### config.mk
export PLATFORM = sky130hd
export DESIGN_NAME = cdc_rx_scheduler
export DESIGN_NICKNAME = d
export VERILOG_FILES = /design/src/rtl/cdc_rx_scheduler.sv
export SDC_FILE = /design/constraint.sdc
export NUM_CORES = 1
export LEC_CHECK = 0
export BUFFER_PORTS_ARGS = -buffer_cell sky130_fd_sc_hd__buf_2
export CORE_AREA = 4 4 49 51
export DETAILED_ROUTE_END_ITERATION = 12
export DIE_AREA = 0 0 53 55
export GPL_ROUTABILITY_DRIVEN = 0
export PLACE_DENSITY = 0.82
export SLEW_MARGIN = 40
export SYNTH_ARGS = -nofsm -noshare
export SYNTH_HDL_FRONTEND = slang
export SYNTH_SLANG_ARGS = --single-unit
export TNS_END_PERCENT = 20
### constraint.sdc
create_clock -name clk_b -period 2.9 [get_ports clk_b]
set_input_delay 0.435 -clock clk_b [delete_from_list [all_inputs] [get_ports clk_b]]
set_output_delay 0.435 -clock clk_b [all_outputs]
set_load 0.02 [all_outputs]
### src/rtl/cdc_rx_scheduler.sv
// cdc_rx_scheduler: round-robin capture of toggle-handshake CDC channels onto a valid/ready stream.
// Define CDC_RX_STABLE_CHK_EN to add settle-window data stability checking and the sticky err flag.
module cdc_rx_scheduler #(
  parameter int  NUM_CH = 4,
  parameter int  DATA_W = 4,
  parameter int  SETTLE = 2,
  localparam int CH_W   = (NUM_CH > 1) ? $clog2(NUM_CH) : 1
) (
  input  logic                     clk_b,
  input  logic                     rst_b,
  input  logic [NUM_CH-1:0]        req_tgl_sync,
  input  logic [NUM_CH*DATA_W-1:0] data_sync,
  output logic [NUM_CH-1:0]        ack_tgl,
  output logic                     out_valid,
  input  logic                     out_ready,
  output logic [DATA_W-1:0]        out_data,
  output logic [CH_W-1:0]          out_ch,
  output logic                     err
);

  localparam int CNT_W = (SETTLE > 1) ? $clog2(SETTLE) : 1;
  localparam int IDX_W = CH_W + 1;

  localparam logic [CNT_W-1:0] CNT_LAST = CNT_W'(SETTLE - 1);
  localparam logic [CH_W-1:0]  CH_LAST  = CH_W'(NUM_CH - 1);
  localparam logic [IDX_W-1:0] IDX_N    = IDX_W'(NUM_CH);

  typedef enum logic [1:0] {
    S_IDLE,
    S_SETTLE,
    S_VALID
  } state_t;

  state_t            state_q, state_d;
  logic [CNT_W-1:0]  cnt_q, cnt_d;
  logic [CH_W-1:0]   ptr_q, ptr_d;
  logic [CH_W-1:0]   gnt_q, gnt_d;
  logic [NUM_CH-1:0] ack_q, ack_d;
  logic [DATA_W-1:0] data_q, data_d;
  logic [CH_W-1:0]   ch_q, ch_d;

  logic [NUM_CH-1:0] pending;
  logic [IDX_W-1:0]  idx;
  logic [CH_W-1:0]   sel;
  logic              sel_any;
  logic [DATA_W-1:0] gnt_data;
  logic              unstable;

  assign pending  = req_tgl_sync ^ ack_q;
  assign gnt_data = data_sync[gnt_q*DATA_W +: DATA_W];

  // Walk from the highest offset down so the nearest pending channel after ptr wins.
  always_comb begin
    sel     = ptr_q;
    sel_any = 1'b0;
    idx     = '0;
    for (int i = NUM_CH - 1; i >= 0; i--) begin
      idx = IDX_W'(ptr_q) + IDX_W'(i);
      if (idx >= IDX_N) begin
        idx = idx - IDX_N;
      end
      if (pending[idx[CH_W-1:0]]) begin
        sel     = idx[CH_W-1:0];
        sel_any = 1'b1;
      end
    end
  end

`ifdef CDC_RX_STABLE_CHK_EN
  logic [DATA_W-1:0] prev_q, prev_d;
  logic              err_q, err_d;
  logic [DATA_W-1:0] sel_data;

  assign sel_data = data_sync[sel*DATA_W +: DATA_W];
  assign unstable = (state_q == S_SETTLE)
                 && (gnt_data != prev_q);

  always_comb begin
    prev_d = prev_q;
    err_d  = err_q;
    unique case (state_q)
      S_IDLE: begin
        if (sel_any) begin
          prev_d = sel_data;
        end
      end
      S_SETTLE: begin
        prev_d = gnt_data;
        if (unstable) begin
          err_d = 1'b1;
        end
      end
      S_VALID: begin
        if (!pending[gnt_q]) begin
          err_d = 1'b1;
        end
      end
      default: begin
        prev_d = prev_q;
      end
    endcase
  end

  always_ff @(posedge clk_b or negedge rst_b) begin
    if (!rst_b) begin
      prev_q <= '0;
      err_q  <= 1'b0;
    end else begin
      prev_q <= prev_d;
      err_q  <= err_d;
    end
  end

  assign err = err_q;
`else
  assign unstable = 1'b0;
  assign err      = 1'b0;
`endif

  always_comb begin
    state_d = state_q;
    cnt_d   = cnt_q;
    ptr_d   = ptr_q;
    gnt_d   = gnt_q;
    ack_d   = ack_q;
    data_d  = data_q;
    ch_d    = ch_q;
    unique case (state_q)
      S_IDLE: begin
        if (sel_any) begin
          gnt_d   = sel;
          cnt_d   = '0;
          state_d = S_SETTLE;
        end
      end
      S_SETTLE: begin
        if (unstable) begin
          cnt_d = '0;
        end else if (cnt_q == CNT_LAST) begin
          data_d  = gnt_data;
          ch_d    = gnt_q;
          state_d = S_VALID;
        end else begin
          cnt_d = cnt_q + CNT_W'(1);
        end
      end
      S_VALID: begin
        if (out_ready) begin
          ack_d[gnt_q] = ~ack_q[gnt_q];
          ptr_d = (gnt_q == CH_LAST) ? '0
                : gnt_q + CH_W'(1);
          state_d = S_IDLE;
        end
      end
      default: begin
        state_d = S_IDLE;
      end
    endcase
  end

  always_ff @(posedge clk_b or negedge rst_b) begin
    if (!rst_b) begin
      state_q <= S_IDLE;
      cnt_q   <= '0;
      ptr_q   <= '0;
      gnt_q   <= '0;
      ack_q   <= '0;
      data_q  <= '0;
      ch_q    <= '0;
    end else begin
      state_q <= state_d;
      cnt_q   <= cnt_d;
      ptr_q   <= ptr_d;
      gnt_q   <= gnt_d;
      ack_q   <= ack_d;
      data_q  <= data_d;
      ch_q    <= ch_d;
    end
  end

  assign ack_tgl   = ack_q;
  assign out_valid = (state_q == S_VALID);
  assign out_data  = data_q;
  assign out_ch    = ch_q;

endmodule

==> impl_results.md, run 1 <==
* Status: completed
* Syn Std Cell Area at about 970 um2
* Setup bufs post-CTS at 0
* Avg Vias per Cell at 5.39
* Diodes inserted at 0
* Pre-antenna DRT Iters at 3
* Core box area at around 1900 um2
* Vias at roughly 800
* Clock skew at approximately 0.0052 ns
* Critical Path Source: ack_tgl[1]
* CP max FO at 5
* Vias in the first global route at 761
* Clock transition at path regs at 0.10 ns
* Clock power frac at 0.100
* Switching power of the nets at around 0.58 mW
* DP HPWL at 1700 um
* Reg-to-Reg Start: ack_tgl[1]
* Fraction of layout cells with a size suffix above 1 at 0.415
* DRC viols at 0
* Die height at roughly 55 um
* Pwr Total at 1.31 mW
* CTS hold repair buffers at 0
* Worst Path Arrival at 1.81 ns
* GRT overflow at 0
* Nets at approximately 150
* First-pass GRT wire length at around 3300 um
* Max-slew violation count at 0
* All-Layer GR Usage at 0.161
* P_int at about 0.73 mW
* Root Driver: clkbuf_4
* Syn nets at 111
* Post-CTS resize count at 0
* Flop pwr share at 0.380
* Setup CP Type: register to register
* Routed WL at approximately 2100 um
* Final setup vio count at 0
* Initial antenna violation count at 0
* Max Buffers Root-to-Sink at 2
* Worst skew pair latency at approximately 0.3 ns
* Post-route setup TNS at 0 ns
* P_leak at about 0.56 nW
* Yosys warnings at 0
* RSZ-0062 raised after global routing: no
* Fin crit share at 0.560
* Pin count of the biggest net entering global routing at 18
* Sw Ratio at 0.442
* Post-DRT Antenna Nets at 0
* Maxcap violations at 0
* Peak Freq at about 600 MHz
* Crit path time final at between 1.5 and 2 ns
* Initial core utilization at 0.498
* Fin. Hold Viols at 0
* H-Tree Depth at 1
* Tightest Hold Check Type: input port to asynchronous set/reset pin
* Die Area at slightly below 3000 um2
* CTS tree: done
* Cell variety after synth at 27
* DRT iter0 DRCs at 5
* Rows at 16
* Worst Path Required at slightly above 3 ns
* Synth-to-Final Area Change at 21.6%
* I/O pins at 35
* Setup crit end kind: register
* Startpoint Class: register
* Comb pwr share at 0.519
* CTS sink cnt at 17
* Post-DR wirelength/cell at about 15 um
* CTS buffer count at 3
* Pwr dens at around 1100 nW/um2
* Port bufs at 33
* Syn_area_per_cell at between 10 and 15 um2
* Yosys reg bits at 17
* Seq/Total Area, Yosys at 0.440
* Mapped Cells at 84
* VDD IR-drop max at between 500 and 600 uV
* Die Wd at ~53 um
## stage by stage
stage,area (um2),utilization,setup WS [ns],instances,hold WS [ns]
4_1_cts,1180,0.606,1.26,145,0.0446
3_5_place_dp,1150,0.591,1.20,141,0.381
5_1_grt,1180,0.606,1.15,145,0.0624
2_1_floorplan,967,-,1.32,84,0.139
6_report,1180,0.606,1.28,145,0.0391
3_3_place_gp,1150,0.591,1.27,141,0.376
## cell usage in the layout, fill, tap and decap left out, types with 2 or more instances in the layout
master    count
a31oi_1       5
clkbuf_4      3
xnor2_1       3
dfrtp_1      17
a211oi_1      2
mux4_2        4
inv_1         4
buf_2        33
o21ai_0       6
nor2b_1       2
mux2_2        6
nor2_1        6
nand2_1       4
a21oi_1       5
ha_1          4
nand2b_1      2
## layer usage
layer,vias up,share of wire,global-route usage
met5,-,0,0
met4,0,0.028,0.106
met3,7,0.045,0.0268
met2,21,0.55,0.277
met1,383,0.37,0.186
li1,371,-,-
## final timing paths
kind | to | slack (ns) | cells after the start
setup / recovery | gnt_q[0] | 1.28 | 5
hold / removal | out_data[3] | 0.04 | 1
setup reg to reg | gnt_q[0] | 1.28 | 5
hold reg to reg | out_ch[1] | 0.51 | 2
max in group asynchronous | ptr_q[1] | 2.58 | 1
min in group clk_b | state_q[1] | 0.32 | 2
## flip-flops by register name (all words and copies together), names as in the netlist
register,count
ptr_q,2
out_data,4
state_q,2
cnt_q,1
out_ch,2
gnt_q,2
ack_tgl,4
## synth_stat cells
| master | n | area (um2) |
|---|---|---|
| a211oi_1 | 2 | 15.0 |
| a21boi_0 | 1 | 7.51 |
| a21oi_1 | 5 | 25.0 |
| a311o_1 | 1 | 10.0 |
| a31oi_1 | 5 | 31.3 |
| and2_1 | 1 | 6.26 |
| buf_2 | 2 | 10.0 |
| buf_4 | 1 | 7.51 |
| conb_1 | 1 | 3.75 |
| dfrtp_1 | 17 | 425 |
| ha_1 | 4 | 50.1 |
| inv_1 | 4 | 15.0 |
| mux2_2 | 6 | 67.6 |
| mux4_1 | 1 | 26.3 |
| mux4_2 | 4 | 90.1 |
| nand2_1 | 4 | 15.0 |
| nand2b_1 | 2 | 12.5 |
| nor2_1 | 6 | 22.5 |
| nor2b_1 | 2 | 12.5 |
| o21ai_0 | 6 | 30.0 |
| o21ai_2 | 1 | 8.76 |
| o32a_1 | 1 | 10.0 |
| or2b_1 | 1 | 7.51 |
| or3_1 | 1 | 6.26 |
| xnor2_1 | 3 | 26.3 |
| xor2_1 | 1 | 8.76 |
| xor2_2 | 1 | 16.3 |
## power by group through the flow
stage / registers (mW) / logic, mW / clock network (mW)
finish: 0.499 / 0.681 / 0.131
global route: 0.522 / 0.752 / 0.142
CTS: 0.500 / 0.691 / 0.136
detailed placement: 0.503 / 0.685 / 0
global placement: 0.494 / 0.657 / 0
floorplan: 0.539 / 0.448 / 0
## cell type report
cell class | count | area (um2)
tap | 27 | 33.8
multi-input combinational | 60 | 509
timing repair buffer | 33 | 165
sequential | 17 | 425
inverter | 4 | 15.0
clock buffer | 3 | 22.5
fill | 192 | 766
clock inverter | 1 | 5.00
## cell families after synthesis
logic type               Yosys count  share of synthesized area
multiplexers                      11                      0.190
adder cells (fa/ha/maj)            4                     0.0517
AO/OA/AOI/OAI                     22                      0.142
AND/OR/NAND/NOR                   17                     0.0854
flip-flops                        17                      0.440
other                              1                    0.00388
XOR/XNOR                           5                     0.0531
buffers and inverters              7                     0.0336
## worst max-delay path, stage by stage (launching register included)
cell and delay [ns]:
dfrtp_1 0.43, xnor2_1 0.35, o21ai_0 0.18, a21boi_0 0.20, a211oi_1 0.06, o32a_1 0.30
No activity file was read; power rests on OpenSTA's default activity.
==> inputs of run 2 (changes only) <==
--- a/config.mk
+++ b/config.mk
@@ -6,11 +6,11 @@
 export NUM_CORES = 1
 export LEC_CHECK = 0
 export BUFFER_PORTS_ARGS = -buffer_cell sky130_fd_sc_hd__buf_2
-export CORE_AREA = 4 4 49 51
+export CORE_AREA = 4 4 50 52
 export DETAILED_ROUTE_END_ITERATION = 12
-export DIE_AREA = 0 0 53 55
+export DIE_AREA = 0 0 54 56
 export GPL_ROUTABILITY_DRIVEN = 0
-export PLACE_DENSITY = 0.82
+export PLACE_DENSITY = 0.79
 export SLEW_MARGIN = 40
 export SYNTH_ARGS = -nofsm -noshare
 export SYNTH_HDL_FRONTEND = slang
==> constraint.sdc (replaced) <==
create_clock -name clk_b -period 1.65 [get_ports clk_b]
set_input_delay 0.2475 -clock clk_b [delete_from_list [all_inputs] [get_ports clk_b]]
set_output_delay 0.2475 -clock clk_b [all_outputs]
set_load 0.02 [all_outputs]
==> impl_results.md, run 2 (synthesized netlist as in run 1, its figures left out) <==
* Status: completed (unchanged)
* Post-DR wirelength/cell at 14.9 um (was 14.8 um)
* Startpoint Class: register (unchanged)
* Worst Path Arrival at 1.75 ns (was 1.81 ns)
* Clock skew at 0.000523 ns (was 0.00520 ns)
* Initial core utilization at 0.459 (was 0.498)
* All-Layer GR Usage at 0.151 (was 0.161)
* Worst skew pair latency at 0.29 ns (was 0.30 ns)
* Pin count of the biggest net entering global routing at 18 (unchanged)
* Placed Instance Area at 1180 um2 (was 1150 um2)
* Die height at 56 um (was 55 um)
* VDD IR-drop max at 1170 uV (was 565 uV)
* Final setup vio count at 0 (unchanged)
* Clock transition at path regs at 0.09 ns (was 0.10 ns)
* Commonest non-fill, non-tap cell in the layout: buf_2 (unchanged)
* Pwr Total at 2.38 mW (was 1.31 mW)
* Min-Delay Path Depth at 2
* Setup CP Type: register to register (unchanged)
* Final std cells w/o fill at 151 (was 145)
* R2R cell count at 2 (was 5)
* Core Util, Final at 0.581 (was 0.606)
* CTS tree: done (unchanged)
* Post-placement cell count at 146 (was 141)
* Final WS setup at 0.0807 ns (was 1.28 ns)
* Die Wd at 54 um (was 53 um)
* Setup bufs post-CTS at 0 (unchanged)
* Maxcap violations at 0 (unchanged)
* Filler cells at 186 (was 192)
* Worst hold margin at 0.145 ns (was 0.0391 ns)
* Reg-to-Reg Start: gnt_q[0] (was ack_tgl[1])
* Critical Path Source: gnt_q[0] (was ack_tgl[1])
* DRC viols at 0 (unchanged)
* Most frequent cells in the layout: buf_2, dfrtp_1, o21ai_0, nor2_1, mux2_2 (unchanged)
* GRT overflow at 0 (unchanged)
* Fin. Hold Viols at 0 (unchanged)
* Nets at 151 (was 146)
* Vias in the first global route at 829 (was 761)
* Max Buffers Root-to-Sink at 2 (unchanged)
* Tightest Hold Check Type: input port to register (was input port to asynchronous set/reset pin)
* Die Area at 3020 um2 (was 2920 um2)
* Fraction of layout cells with a size suffix above 1 at 0.431 (was 0.415)
* Post-route setup TNS at 0 ns (unchanged)
* Hold endpoint: state_q[1]
* Routed WL at 2250 um (was 2140 um)
* DP HPWL at 1780 um (was 1700 um)
* Pre-CTS WS at 0.0573 ns (was 1.20 ns)
* Root Driver: clkbuf_4 (unchanged)
* Flip-flop and latch area at 425 um2 (unchanged)
* Pre-antenna DRT Iters at 4 (was 3)
* Vias at 808 (was 782)
* I/O pins at 35 (unchanged)
* Initial antenna violation count at 0 (unchanged)
* Diodes inserted at 0 (unchanged)
* CTS buffer count at 3 (unchanged)
* Worst Path Required at 1.83 ns (was 3.09 ns)
* Fin crit share at 0.951 (was 0.560)
* Setup crit end kind: register (unchanged)
* CP max FO at 10 (was 5)
* Fin area at 1220 um2 (was 1180 um2)
* Core box area at 2110 um2 (was 1940 um2)
* P_leak at 0.586 nW (was 0.559 nW)
* Multi-input combinational cell area at 517 um2 (was 509 um2)
* Pwr dens at 1950 nW/um2 (was 1110 nW/um2)
* Rows at 17 (was 16)
* Worst R2R Setup Slack at 0.08 ns (was 1.28 ns)
* H-Tree Depth at 1 (unchanged)
* Avg Vias per Cell at 5.35 (was 5.39)
* Post-DRT Antenna Nets at 0 (unchanged)
* First-pass GRT wire length at 3430 um (was 3280 um)
* Crit path time final at 1.57 ns (was 1.62 ns)
* RSZ-0062 raised after global routing: no (unchanged)
* FF-to-FF End: out_data[0] (was gnt_q[0])
* Peak Freq at 637 MHz (was 616 MHz)
* Worst hold start: out_ready
* DRT iter0 DRCs at 15 (was 5)
* Synth-to-Final Area Change at 26.5% (was 21.6%)
* Port bufs at 33 (unchanged)
* CTS sink cnt at 17 (unchanged)
* Max-slew violation count at 0 (unchanged)
## run 2: repair_timing
| action | 4_1_cts | 5_1_grt |
|---|---|---|
| hold buffers | 1 | 0 |
| setup endpoints to repair | 0 | 1 |
| resized for setup | 0 | 1 |
| endpoints found under the hold margin | 17 | 0 |
## run 2: worst max-delay path, stage by stage (launching register included)
cell	delay (ns)
dfrtp_1	0.63
mux4_2	0.56
mux2_2	0.28
## run 2: area by class of cell
cell class / count / share of cell area
Clock buffer: 4 / 0.0215
Inverter: 4 / 0.0123
Timing Repair Buffer: 38 / 0.168
Multi-Input combinational cell: 60 / 0.422
Sequential cell: 17 / 0.348
Tap cell: 28 / 0.0286
## run 2: how the worst max path moves through the flow
stage,endpoint,cells after the start,slack (ns)
after CTS,out_data[0],2,0.06
after global routing,out_data[0],2,0.02
after global placement,out_data[3],2,0.11
final,out_data[0],2,0.08
after detailed placement,out_data[0],2,0.06
after floorplan,ptr_q[0],4,0.07
## run 2: where the power goes
part           leakage, nW  internal [mW]  switching [mW]
logic                0.365          0.626           0.676
registers            0.206          0.623           0.234
clock network       0.0150         0.0940           0.128
## run 2: per-layer routing
metal	share of wire	vias to the layer above	track usage
li1	-	380	-
met1	0.43	376	0.180
met2	0.46	46	0.253
met3	0.094	6	0.0322
met4	0.018	0	0.0676
met5	0	-	0
==> inputs of run 3 (changes only) <==
--- a/config.mk
+++ b/config.mk
@@ -5,7 +5,7 @@
 export SDC_FILE = /design/constraint.sdc
 export NUM_CORES = 1
 export LEC_CHECK = 0
-export BUFFER_PORTS_ARGS = -buffer_cell sky130_fd_sc_hd__buf_2
+export BUFFER_PORTS_ARGS = -buffer_cell sky130_fd_sc_hd__clkbuf_2
 export CORE_AREA = 4 4 50 52
 export DETAILED_ROUTE_END_ITERATION = 12
 export DIE_AREA = 0 0 54 56
==> impl_results.md, run 3 (synthesized netlist as in run 1, its figures left out) <==
* RSZ-0062 raised after global routing: no (unchanged)
* Die Wd at 54 um (unchanged)
* Diodes inserted at 0 (unchanged)
* CTS buffer count at 3 (unchanged)
* Sw Ratio at 0.436 (about the same)
* CTS tree: done (unchanged)
* CTS sink cnt at 17 (unchanged)
* Comb pwr share at 0.541 (was 0.547)
* Status: completed (unchanged)
* Clock power frac at 0.094 (was 0.093)
* Peak Freq at 644 MHz (was 637 MHz)
* Final setup vio count at 0 (unchanged)
* First-pass GRT wire length at 3570 um (was 3430 um)
* Fraction of layout cells with a size suffix above 1 at 0.439 (was 0.431)
* Initial core utilization at 0.459 (unchanged)
* Worst Path Required at 1.88 ns (was 1.83 ns)
* Clock skew at 0.00398 ns (was 0.000523 ns)
* Max Buffers Root-to-Sink at 2 (unchanged)
* Placed Instance Area at 1180 um2 (unchanged)
* Pre-antenna DRT Iters at 4 (unchanged)
* Startpoint Class: register (unchanged)
* H-Tree Depth at 1 (unchanged)
* Crit path cell chain: xor2_2 -> nor2_1 -> a311o_1 -> or3_1 -> o21ai_2 (was mux4_2 -> mux2_2)
* P_int at 1.33 mW (was 1.34 mW)
* Routed WL at 2180 um (was 2250 um)
* Setup CP Type: register to register (unchanged)
* I/O pins at 35 (unchanged)
* Setup crit end kind: register (unchanged)
* Worst hold margin at 0.152 ns (was 0.145 ns)
* Root Driver: clkbuf_4 (unchanged)
* Rows at 17 (unchanged)
* All-Layer GR Usage at 0.160 (was 0.151)
* Most frequent cells in the layout: clkbuf_2, dfrtp_1, o21ai_0, nor2_1, mux2_2 (was buf_2, dfrtp_1, o21ai_0, nor2_1, mux2_2)
* Post-DRT Antenna Nets at 0 (unchanged)
* Slowest cell delay on critical path at 0.44 ns (was 0.63 ns)
* Pwr Total at 2.35 mW (was 2.38 mW)
* Pre-CTS WS at 0.0424 ns (was 0.0573 ns)
* Max-slew violation count at 0 (unchanged)
* Avg Vias per Cell at 5.20 (was 5.35)
* Core box area at 2110 um2 (unchanged)
* DRT iter0 DRCs at 13 (was 15)
* Initial antenna violation count at 0 (unchanged)
* Final WS setup at 0.0982 ns (was 0.0807 ns)
* Maxcap violations at 0 (unchanged)
* Filler cells at 195 (was 186)
* VDD IR-drop max at 987 uV (was 1170 uV)
* Setup bufs post-CTS at 0 (unchanged)
* Vias at 785 (was 808)
* DRC viols at 0 (unchanged)
* Fin area at 1220 um2 (about the same)
* Port bufs at 33 (unchanged)
* Worst skew pair latency at 0.29 ns (about the same)
* Pwr dens at 1930 nW/um2 (was 1950 nW/um2)
* Clock transition at path regs at 0.10 ns (was 0.09 ns)
* Crit path time final at 1.55 ns (was 1.57 ns)
* Pin count of the biggest net entering global routing at 18 (unchanged)
* Worst Path Arrival at 1.79 ns (was 1.75 ns)
* Fin. Hold Viols at 0 (unchanged)
* Synth-to-Final Area Change at 26.0% (was 26.5%)
* Commonest non-fill, non-tap cell in the layout: clkbuf_2 (was buf_2)
* Switching power of the nets at 1.03 mW (was 1.04 mW)
* Nets at 151 (unchanged)
* Post-DR wirelength/cell at 14.4 um (was 14.9 um)
* Fin crit share at 0.940 (was 0.951)
* GRT overflow at 0 (unchanged)
* Flop pwr share at 0.364 (was 0.360)
* Post-route setup TNS at 0 ns (unchanged)
* DP HPWL at 1730 um (was 1780 um)
* Vias in the first global route at 816 (was 829)
* CP max FO at 5 (was 10)
* P_leak at 0.586 nW (about the same)
* Die Area at 3020 um2 (unchanged)
* Die height at 56 um (unchanged)
* CP max-delay cell: dfrtp_1 (unchanged)
* Tightest Hold Check Type: input port to register (unchanged)
run 3: routing by layer:
layer  routed length, um  global-route usage
met5                   0                   0
met4                  60              0.0854
met3                 186              0.0322
met2                 968               0.249
met1                 960               0.202
run 3: worst max-delay path, delay by kind of cell (launching register included):
kind / cells / cell delay (ns)
DFF: 1 / 0.44
xor gates and xnor gates: 1 / 0.25
and+or+nand+nor: 2 / 0.45
AOI/OAI and AO/OA: 2 / 0.35
run 3: cell type report:
cell class                      count  area (um2)  area share
Sequential cell                    17         427       0.350
Clock buffer                        3        22.5      0.0185
Inverter                            4        15.0      0.0123
Clock inverter                      1        5.00     0.00411
Timing Repair Buffer               38         205       0.168
Multi-Input combinational cell     60         509       0.418
Tap cell                           28        35.0      0.0287
run 3: power by group through the flow:
stage	Combinational [mW]	Clock [mW]	Sequential [mW]
3_3_place_gp	1.24	0	0.851
6_report	1.27	0.222	0.858
3_5_place_dp	1.28	0	0.867
5_1_grt	1.42	0.252	0.901
4_1_cts	1.29	0.237	0.859
2_1_floorplan	0.788	0	0.948
run 3: worst paths after layout:
| path | start | endpoint | slack [ns] | cells past startpoint |
|---|---|---|---|---|
| worst max-delay path | ack_tgl[0] | gnt_q[1] | 0.1 | 5 |
| worst min-delay path | out_ready | state_q[1] | 0.15 | 2 |
| worst max register to register | ack_tgl[0] | gnt_q[1] | 0.1 | 5 |
| worst min register to register | out_ch[0] | out_ch[0] | 0.49 | 2 |
| max in group asynchronous | rst_b | gnt_q[0] | 0.92 | 2 |
| min in group asynchronous | rst_b | ack_tgl[2] | 0.41 | 2 |
run 3: per-stage QoR:
stage,std cells,utilization
floorplan,84,-
global placement,146,0.560
detailed placement,146,0.560
CTS,151,0.578
global route,151,0.579
finish,151,0.579
run 3: what timing repair did:
item / CTS / global route
endpoints found under the setup margin: 0 / 3
resized for setup: 0 / 1
hold buffers: 1 / 0
endpoints found under the hold margin: 17 / 0
